`src/rtl/prior_pkg.sv`:
```
// Shared definitions for the prior_encod / prior_decod family: default sizes,
// skid-buffer state encoding and the index decode helpers.
package prior_pkg;

  localparam int PRIOR_W = 2;
  localparam int PRIOR_N = 4;

  typedef enum logic [1:0] {
    ST_EMPTY = 2'd0,
    ST_ONE   = 2'd1,
    ST_FULL  = 2'd2
  } skid_state_t;

  // Output line j of the decode table: set only for an enabled, matching index.
  function automatic logic prior_dec_hit(input logic en, input logic [31:0] idx,
                                         input int unsigned j);
    return en && (idx == j);
  endfunction

  // Error flag of the decode table: an enabled index outside the N lines.
  function automatic logic prior_dec_err(input logic en, input logic [31:0] idx,
                                         input int unsigned n);
    return en && (idx >= n);
  endfunction

endpackage

```
`src/rtl/prior_skid_buf.sv`:
```
// Generic two-entry skid buffer: registered in_ready and outputs, in-order,
// one transfer per cycle in each direction.
module prior_skid_buf
  import prior_pkg::*;
#(
  parameter int DW = 5
) (
  input  logic          clk,
  input  logic          rst,
  input  logic          in_valid,
  output logic          in_ready,
  input  logic [DW-1:0] in_data,
  output logic          out_valid,
  input  logic          out_ready,
  output logic [DW-1:0] out_data
);

  skid_state_t   r_state;
  skid_state_t   w_state_nxt;
  logic          r_in_ready;
  logic          r_out_valid;
  logic [DW-1:0] r_m;
  logic [DW-1:0] r_s;
  logic          w_in_xfer;
  logic          w_out_xfer;
  logic          w_ld_m_in;
  logic          w_ld_m_s;
  logic          w_ld_s;

  assign w_in_xfer  = in_valid & r_in_ready;
  assign w_out_xfer = r_out_valid & out_ready;

  always_comb begin
    w_state_nxt = r_state;
    w_ld_m_in   = 1'b0;
    w_ld_m_s    = 1'b0;
    w_ld_s      = 1'b0;
    case (r_state)
      ST_EMPTY: begin
        if (w_in_xfer) begin
          w_ld_m_in   = 1'b1;
          w_state_nxt = ST_ONE;
        end
      end
      ST_ONE: begin
        if (w_in_xfer && w_out_xfer) begin
          w_ld_m_in = 1'b1;
        end else if (w_in_xfer) begin
          w_ld_s      = 1'b1;
          w_state_nxt = ST_FULL;
        end else if (w_out_xfer) begin
          w_state_nxt = ST_EMPTY;
        end
      end
      ST_FULL: begin
        if (w_out_xfer) begin
          w_ld_m_s    = 1'b1;
          w_state_nxt = ST_ONE;
        end
      end
      default: w_state_nxt = ST_EMPTY;
    endcase
  end

  // Handshake flags are registered from the next state so neither output
  // has a combinational path from the opposite side.
  always_ff @(posedge clk or posedge rst) begin
    if (rst) begin
      r_state     <= ST_EMPTY;
      r_in_ready  <= 1'b1;
      r_out_valid <= 1'b0;
      r_m         <= '0;
    end else begin
      r_state     <= w_state_nxt;
      r_in_ready  <= (w_state_nxt != ST_FULL);
      r_out_valid <= (w_state_nxt != ST_EMPTY);
      if (w_ld_m_in) begin
        r_m <= in_data;
      end else if (w_ld_m_s) begin
        r_m <= r_s;
      end
    end
  end

  always_ff @(posedge clk) begin
    if (w_ld_s) begin
      r_s <= in_data;
    end
  end

  assign in_ready  = r_in_ready;
  assign out_valid = r_out_valid;
  assign out_data  = r_m;

endmodule

```
`src/rtl/prior_decod_skid.sv`:
```
// Registered binary-to-one-hot decoder with valid/ready skid buffering.
// Optional sticky error flag enabled by defining PRIOR_DEC_STICKY_ERR_EN.
module prior_decod_skid
  import prior_pkg::*;
#(
  parameter int W = PRIOR_W,
  parameter int N = PRIOR_N
) (
  input  logic         clk,
  input  logic         rst,
  input  logic         in_valid,
  output logic         in_ready,
  input  logic         in_en,
  input  logic [W-1:0] in_idx,
  output logic         out_valid,
  input  logic         out_ready,
  output logic [N-1:0] y,
  output logic         out_err
`ifdef PRIOR_DEC_STICKY_ERR_EN
  ,
  input  logic         clr_err,
  output logic         err_sticky
`endif
);

  logic [N-1:0] w_y;
  logic         w_err;
  logic [N:0]   w_out_pl;

  // Decode ahead of the buffer so only the N+1 bit result is stored.
  for (genvar j = 0; j < N; j++) begin : g_dec
    assign w_y[j] = prior_dec_hit(in_en, 32'(in_idx), j);
  end
  assign w_err = prior_dec_err(in_en, 32'(in_idx), N);

  prior_skid_buf #(
    .DW(N + 1)
  ) u_skid (
    .clk      (clk),
    .rst      (rst),
    .in_valid (in_valid),
    .in_ready (in_ready),
    .in_data  ({w_err, w_y}),
    .out_valid(out_valid),
    .out_ready(out_ready),
    .out_data (w_out_pl)
  );

  assign y       = w_out_pl[N-1:0];
  assign out_err = w_out_pl[N];

`ifdef PRIOR_DEC_STICKY_ERR_EN
  logic r_err_sticky;

  // Set has priority over a same-cycle clear.
  always_ff @(posedge clk or posedge rst) begin
    if (rst) begin
      r_err_sticky <= 1'b0;
    end else if (out_valid && out_ready && out_err) begin
      r_err_sticky <= 1'b1;
    end else if (clr_err) begin
      r_err_sticky <= 1'b0;
    end
  end

  assign err_sticky = r_err_sticky;
`endif

endmodule

```
`config.mk`:
```
export PLATFORM = sky130hd
export DESIGN_NAME = prior_decod_skid
export DESIGN_NICKNAME = d
export VERILOG_FILES = /design/src/rtl/prior_pkg.sv /design/src/rtl/prior_skid_buf.sv /design/src/rtl/prior_decod_skid.sv
export SDC_FILE = /design/constraint.sdc
export NUM_CORES = 1
export LEC_CHECK = 0
export CAP_MARGIN = 40
export CORE_AREA = 2 2 39 41
export CTS_BUF_LIST = sky130_fd_sc_hd__clkbuf_4
export DETAILED_ROUTE_END_ITERATION = 16
export DIE_AREA = 0 0 41 43
export PLACE_DENSITY_LB_ADDON = 0.12
export SLEW_MARGIN = 30
export SYNTH_ARGS = -nofsm -noshare
export SYNTH_HDL_FRONTEND = slang
export SYNTH_SLANG_ARGS = --single-unit
export TNS_END_PERCENT = 30
```
`constraint.sdc`:
```
create_clock -name clk -period 2.55 [get_ports clk]
set_clock_uncertainty 0.05 [all_clocks]
set_input_delay 0.255 -clock clk [delete_from_list [all_inputs] [get_ports clk]]
set_output_delay 0.255 -clock clk [all_outputs]
set_load 0.02 [all_outputs]
```
Yosys cells after proc, flatten, opt, wreduce, memory -nomap -nowiden. Cells that the tools add are included.

Register bits: 13. Input port bits: 7. Output and inout port bits: 7. Logic and storage cells: 37.

Eq/ne operators: 6. Mux-type cells: 15. Bitwise operators: 2. Reductions and logical operators: 9.

Operator list (count): 2-bit two-way mux (5); 5-bit two-way mux (2); 2-bit equality test, second input constant (3); 1-bit two-way mux (6); 2-bit one-hot mux with 3 select lines (1); 1-bit logical AND (5); 2-bit by 1-bit equality test with 1-bit output, second input constant (2); 2-bit logical NOT (2); 2-bit nonzero test (2); 1-bit bitwise AND (2); 2-bit inequality test, second input constant (1); 1-bit one-hot mux with 2 select lines (1).

Logic depth before layout (Yosys ltp).
Word-level depth: 6. Gate-level depth with buffers: 3. Depth with buffers taken out: 3.

By module. From an unflattened synthesis, not the netlist that was laid out.

Cell total of the unflattened synthesis: 45. Area, all modules: 666.9 sq um.

By module, submodules not included: prior_skid_buf (times used 1, cells an instance 40, area each 625.6 sq um, sequential area each 376.6 sq um); prior_decod_skid (times used 1, cells an instance 5, area each 41.3 sq um, sequential area each 0.0 sq um).

Worst setup path before layout. OpenSTA, ideal clock, no wires.

Path kind: register -> register. From: reg u_skid.r_out_valid, in the netlist u_skid.out_valid. To: reg u_skid.r_s[0] (enable). Library setup time: 0.376 ns. Data arrival time: 1.313 ns. Data required time: 2.124 ns. Path slack: 0.811 ns. Stages on the path, launching flop included: 3. Path buffers: 0. Period minus slack after synthesis: 1.739 ns. Path through: dfrtp_1 -> a21boi_0 -> nor3b_1.

Longest elaborated chain between the ends: 4.

RTL lines: start, declared (line prior_skid_buf.sv:21) `logic r_out_valid;`; start signal, assigned (line prior_skid_buf.sv:76) `r_out_valid <= (w_state_nxt != ST_EMPTY);`; 1-bit bitwise AND (line prior_skid_buf.sv:31) `assign w_out_xfer = r_out_valid & out_ready;`; 1-bit logical AND (line prior_skid_buf.sv:46) `if (w_in_xfer && w_out_xfer) begin`; 1-bit two-way mux (line prior_skid_buf.sv:46); 1-bit two-way mux (line prior_skid_buf.sv:38) `case (r_state)`; net u_skid.w_ld_s (line prior_skid_buf.sv:28) `logic w_ld_s;`; end signal, assigned (line prior_skid_buf.sv:87) `r_s <= in_data;`; end, declared (line prior_skid_buf.sv:23) `logic [DW-1:0] r_s;`.

The timed path passes the listed nets, and every way through them passes these cells. A chain may end at the register's enable or synchronous reset.

Worst setup path after layout.
From: in out_ready. To: reg u_skid.r_m[0], in the netlist u_skid.out_data[0].

Longest elaborated chain between the ends: 5. Elaborated cells between the ends (all ways): 8. Those cells by class: 5 x mux; 1 x bitwise; 2 x reduce/logical.

RTL lines: start, declared (line prior_decod_skid.sv:16) `input logic out_ready,`; 1-bit bitwise AND (*) (line prior_skid_buf.sv:31); 1-bit logical AND (line prior_skid_buf.sv:46); 1-bit two-way mux (line prior_skid_buf.sv:46); 1-bit one-hot mux with 2 select lines (line prior_skid_buf.sv:38); 5-bit two-way mux or 2-bit nonzero test (tied branches); end signal, assigned (line prior_skid_buf.sv:78) `r_m <= in_data;`; end signal, assigned (line prior_skid_buf.sv:80) `r_m <= r_s;`; end, declared (line prior_skid_buf.sv:22) `logic [DW-1:0] r_m;`.

Mark *: on every way between the ends. The rest lies on a longest branch, timed or not.

==> metrics <==
outcome complete, no violations; register area share after synthesis around 58%; f_max 566 MHz; unrepaired setup endpoints after global routing false; P_sw 271 uW; final WL 1.04 mm; grt total ovfl 0; commonest cells in the netlist mux2_2, dfrtp_1, edfxtp_1; reg-to-reg setup timing slack 0.87 ns; Synth Cell Area 556 sq um; via count 388; VDD IR max around 500 uV; total chip power 799 uW; TritonCTS clock tree done; Ys Warns 0; Yosys cell types 24; Post-synth ARST share 66.7%; Synth area leaders dfrtp_1, edfxtp_1, mux2_2, dfstp_2, nor3b_1; Slowest cell on crit path nor3_1; clk slew on worst S/H paths 0.07 ns; Setup WS pre-CTS 0.500 ns; residual DRC count 0; synthesized instance count 44; CP required 2.65 ns; number of iterations in the first detailed-routing pass 3; setup TNS 0 ns; Die X 41 um; Tightest Pin Transition between 0.5 and 0.6 ns; Flop pwr share 41.1%; starting density of the core between 40% and 50%; sw frac approximately 34%; LEAKAGE approximately 0.31 nW; area grow syn2layout 30.0%; number of global-route vias before repair approximately 430; All-Layer GR Usage 16.1%; cell taking the most area after synthesis dfrtp_1; largest net degree at the start of global routing 9; pwr/cell area ~1100 mW/mm^2; root buf cell clkbuf_4; Setup CP Type primary input to flip-flop; Final HPWL DP 819 um; period utilization 69.2%; H-tree levels 1; Non-Filler Instances 76; core box area between 0.001 and 0.0015 sq mm; Final GP Congestion 0.626; register bit total from synthesis 12; placed inst area 696 sq um; Design Area, Final between 700 and 800 sq um; Placed Instances about 70; first-pass GRT wire length 1.82 mm; Pint 528 uW; Cell Chain, Critical Path clkdlybuf4s50_1 -> a21boi_0 -> nor3_1 -> mux2_2; Tmin final 1.77 ns; Setup crit end kind flip-flop; HP Class primary input to asynchronous set/reset pin; Gate power share around 45%; Worst R2R End u_skid.out_data[0]; Clk Latency, worst-skew pair 0.26 ns; antenna violations before repair 0; final worst slack approximately 0.78 ns; wire length per cell 13.7 um; Max-cap violations 0; most frequent cell after synthesis mux2_2; fin util 52.2%; layout cells sized above 1 25.0%; Max Buffers Root-to-Sink 2; Max stage delay on crit path 0.52 ns; Slew HR a little over three fifths; # hold bufs at CTS 0; Final nets about 70; Antenna diodes 0; Filler cells 139; Top Ports 14; antenna viol nets, final 0; fin. max-slew vios 0; Worst Path Max Fanout 4; final setup vio count 0; share of the synthesized area in the top cell type a little under a third; Buffers on Ports 12; CTS resizes 0; Post-CTS Setup Inserts 0; Setup crit start kind primary input; r2r startpoint u_skid.in_ready; Hold Vio Cnt, Final 0; Arr. time, crit path roughly 1.9 ns; DRT iter0 DRCs 6; Synth Net Count between 50 and 60; Vias/cell 5.11; syn_area_per_cell 12.6 sq um; clock sinks 12; Post-synth EDFFs 4; clock network fraction of total power roughly 14%; Hold Slack 0.186 ns; top_reg_cell synth dfrtp_1; row cnt 14; CTS Buf Count 3; FF-to-FF path depth 3; Die Height 43 um; Die ar. 0.00176 sq mm
## power groups by stage
stage	registers (mW)	clock network, mW	logic [mW]
floorplan	0.382	0	0.159
global placement	0.325	0	0.344
detailed placement	0.333	0	0.360
CTS	0.329	0.119	0.361
global route	0.341	0.135	0.388
finish	0.328	0.114	0.357
## cell families after synthesis
kind of cell	Yosys count	share of synthesized area, %
other	1	0.675
multiplexers	9	18.0
AND/OR/NAND/NOR	15	15.8
buffers and inverters	2	2.03
AO/OA/AOI/OAI	5	5.63
flip-flops	12	57.9
## worst max-delay path by stage
stage,from,endpoint
floorplan,u_skid.out_valid,u_skid.r_s[0]
global placement,out_ready,u_skid.out_data[2]
detailed placement,out_ready,u_skid.out_data[0]
CTS,out_ready,u_skid.out_data[0]
global route,out_ready,u_skid.out_data[3]
finish,out_ready,u_skid.out_data[0]
## layer usage
layer	vias up	part of all wire, %	wire length, um	GRT usage (%)
met3	2	4.2	44	3.14
met1	189	38	396	18.5
met5	-	0	0	0
met4	0	0.96	10	8.00
met2	9	57	592	26.6
li1	188	-	-	-
## state kept, by name, summed over array words and instances, names as in the netlist
name,count
u_skid.out_valid,1
u_skid.out_data,4
u_skid.r_s,4
u_skid.r_state,2
u_skid.in_ready,1
## area by class of cell
cell class                 instances  area, sq um  area share (%)
tap                               16         20.0            2.77
multi-input combinational         30          223            30.8
timing repair buffer              13          128            17.7
inverter                           1         3.75           0.520
clock buffer                       3         22.5            3.12
clock inverter                     1         3.75           0.520
sequential                        12          322            44.5
## critical path: cells and delay by family
family,cells,cell delay [ns]
and+or+nand+nor,1,0.52
buffers and inverters,1,0.51
AOI/OAI and AO/OA,1,0.18
muxes,1,0.40
## cells in the final DEF (no fill, tap or decap), types with 2 or more instances in the layout
cell type / instances
clkbuf_4: 3
clkdlybuf4s50_1: 12
dfrtp_1: 7
edfxtp_1: 4
mux2_2: 8
nand2_1: 2
nor2_1: 3
nor3b_1: 2
Power figures use the tool's default switching activity.
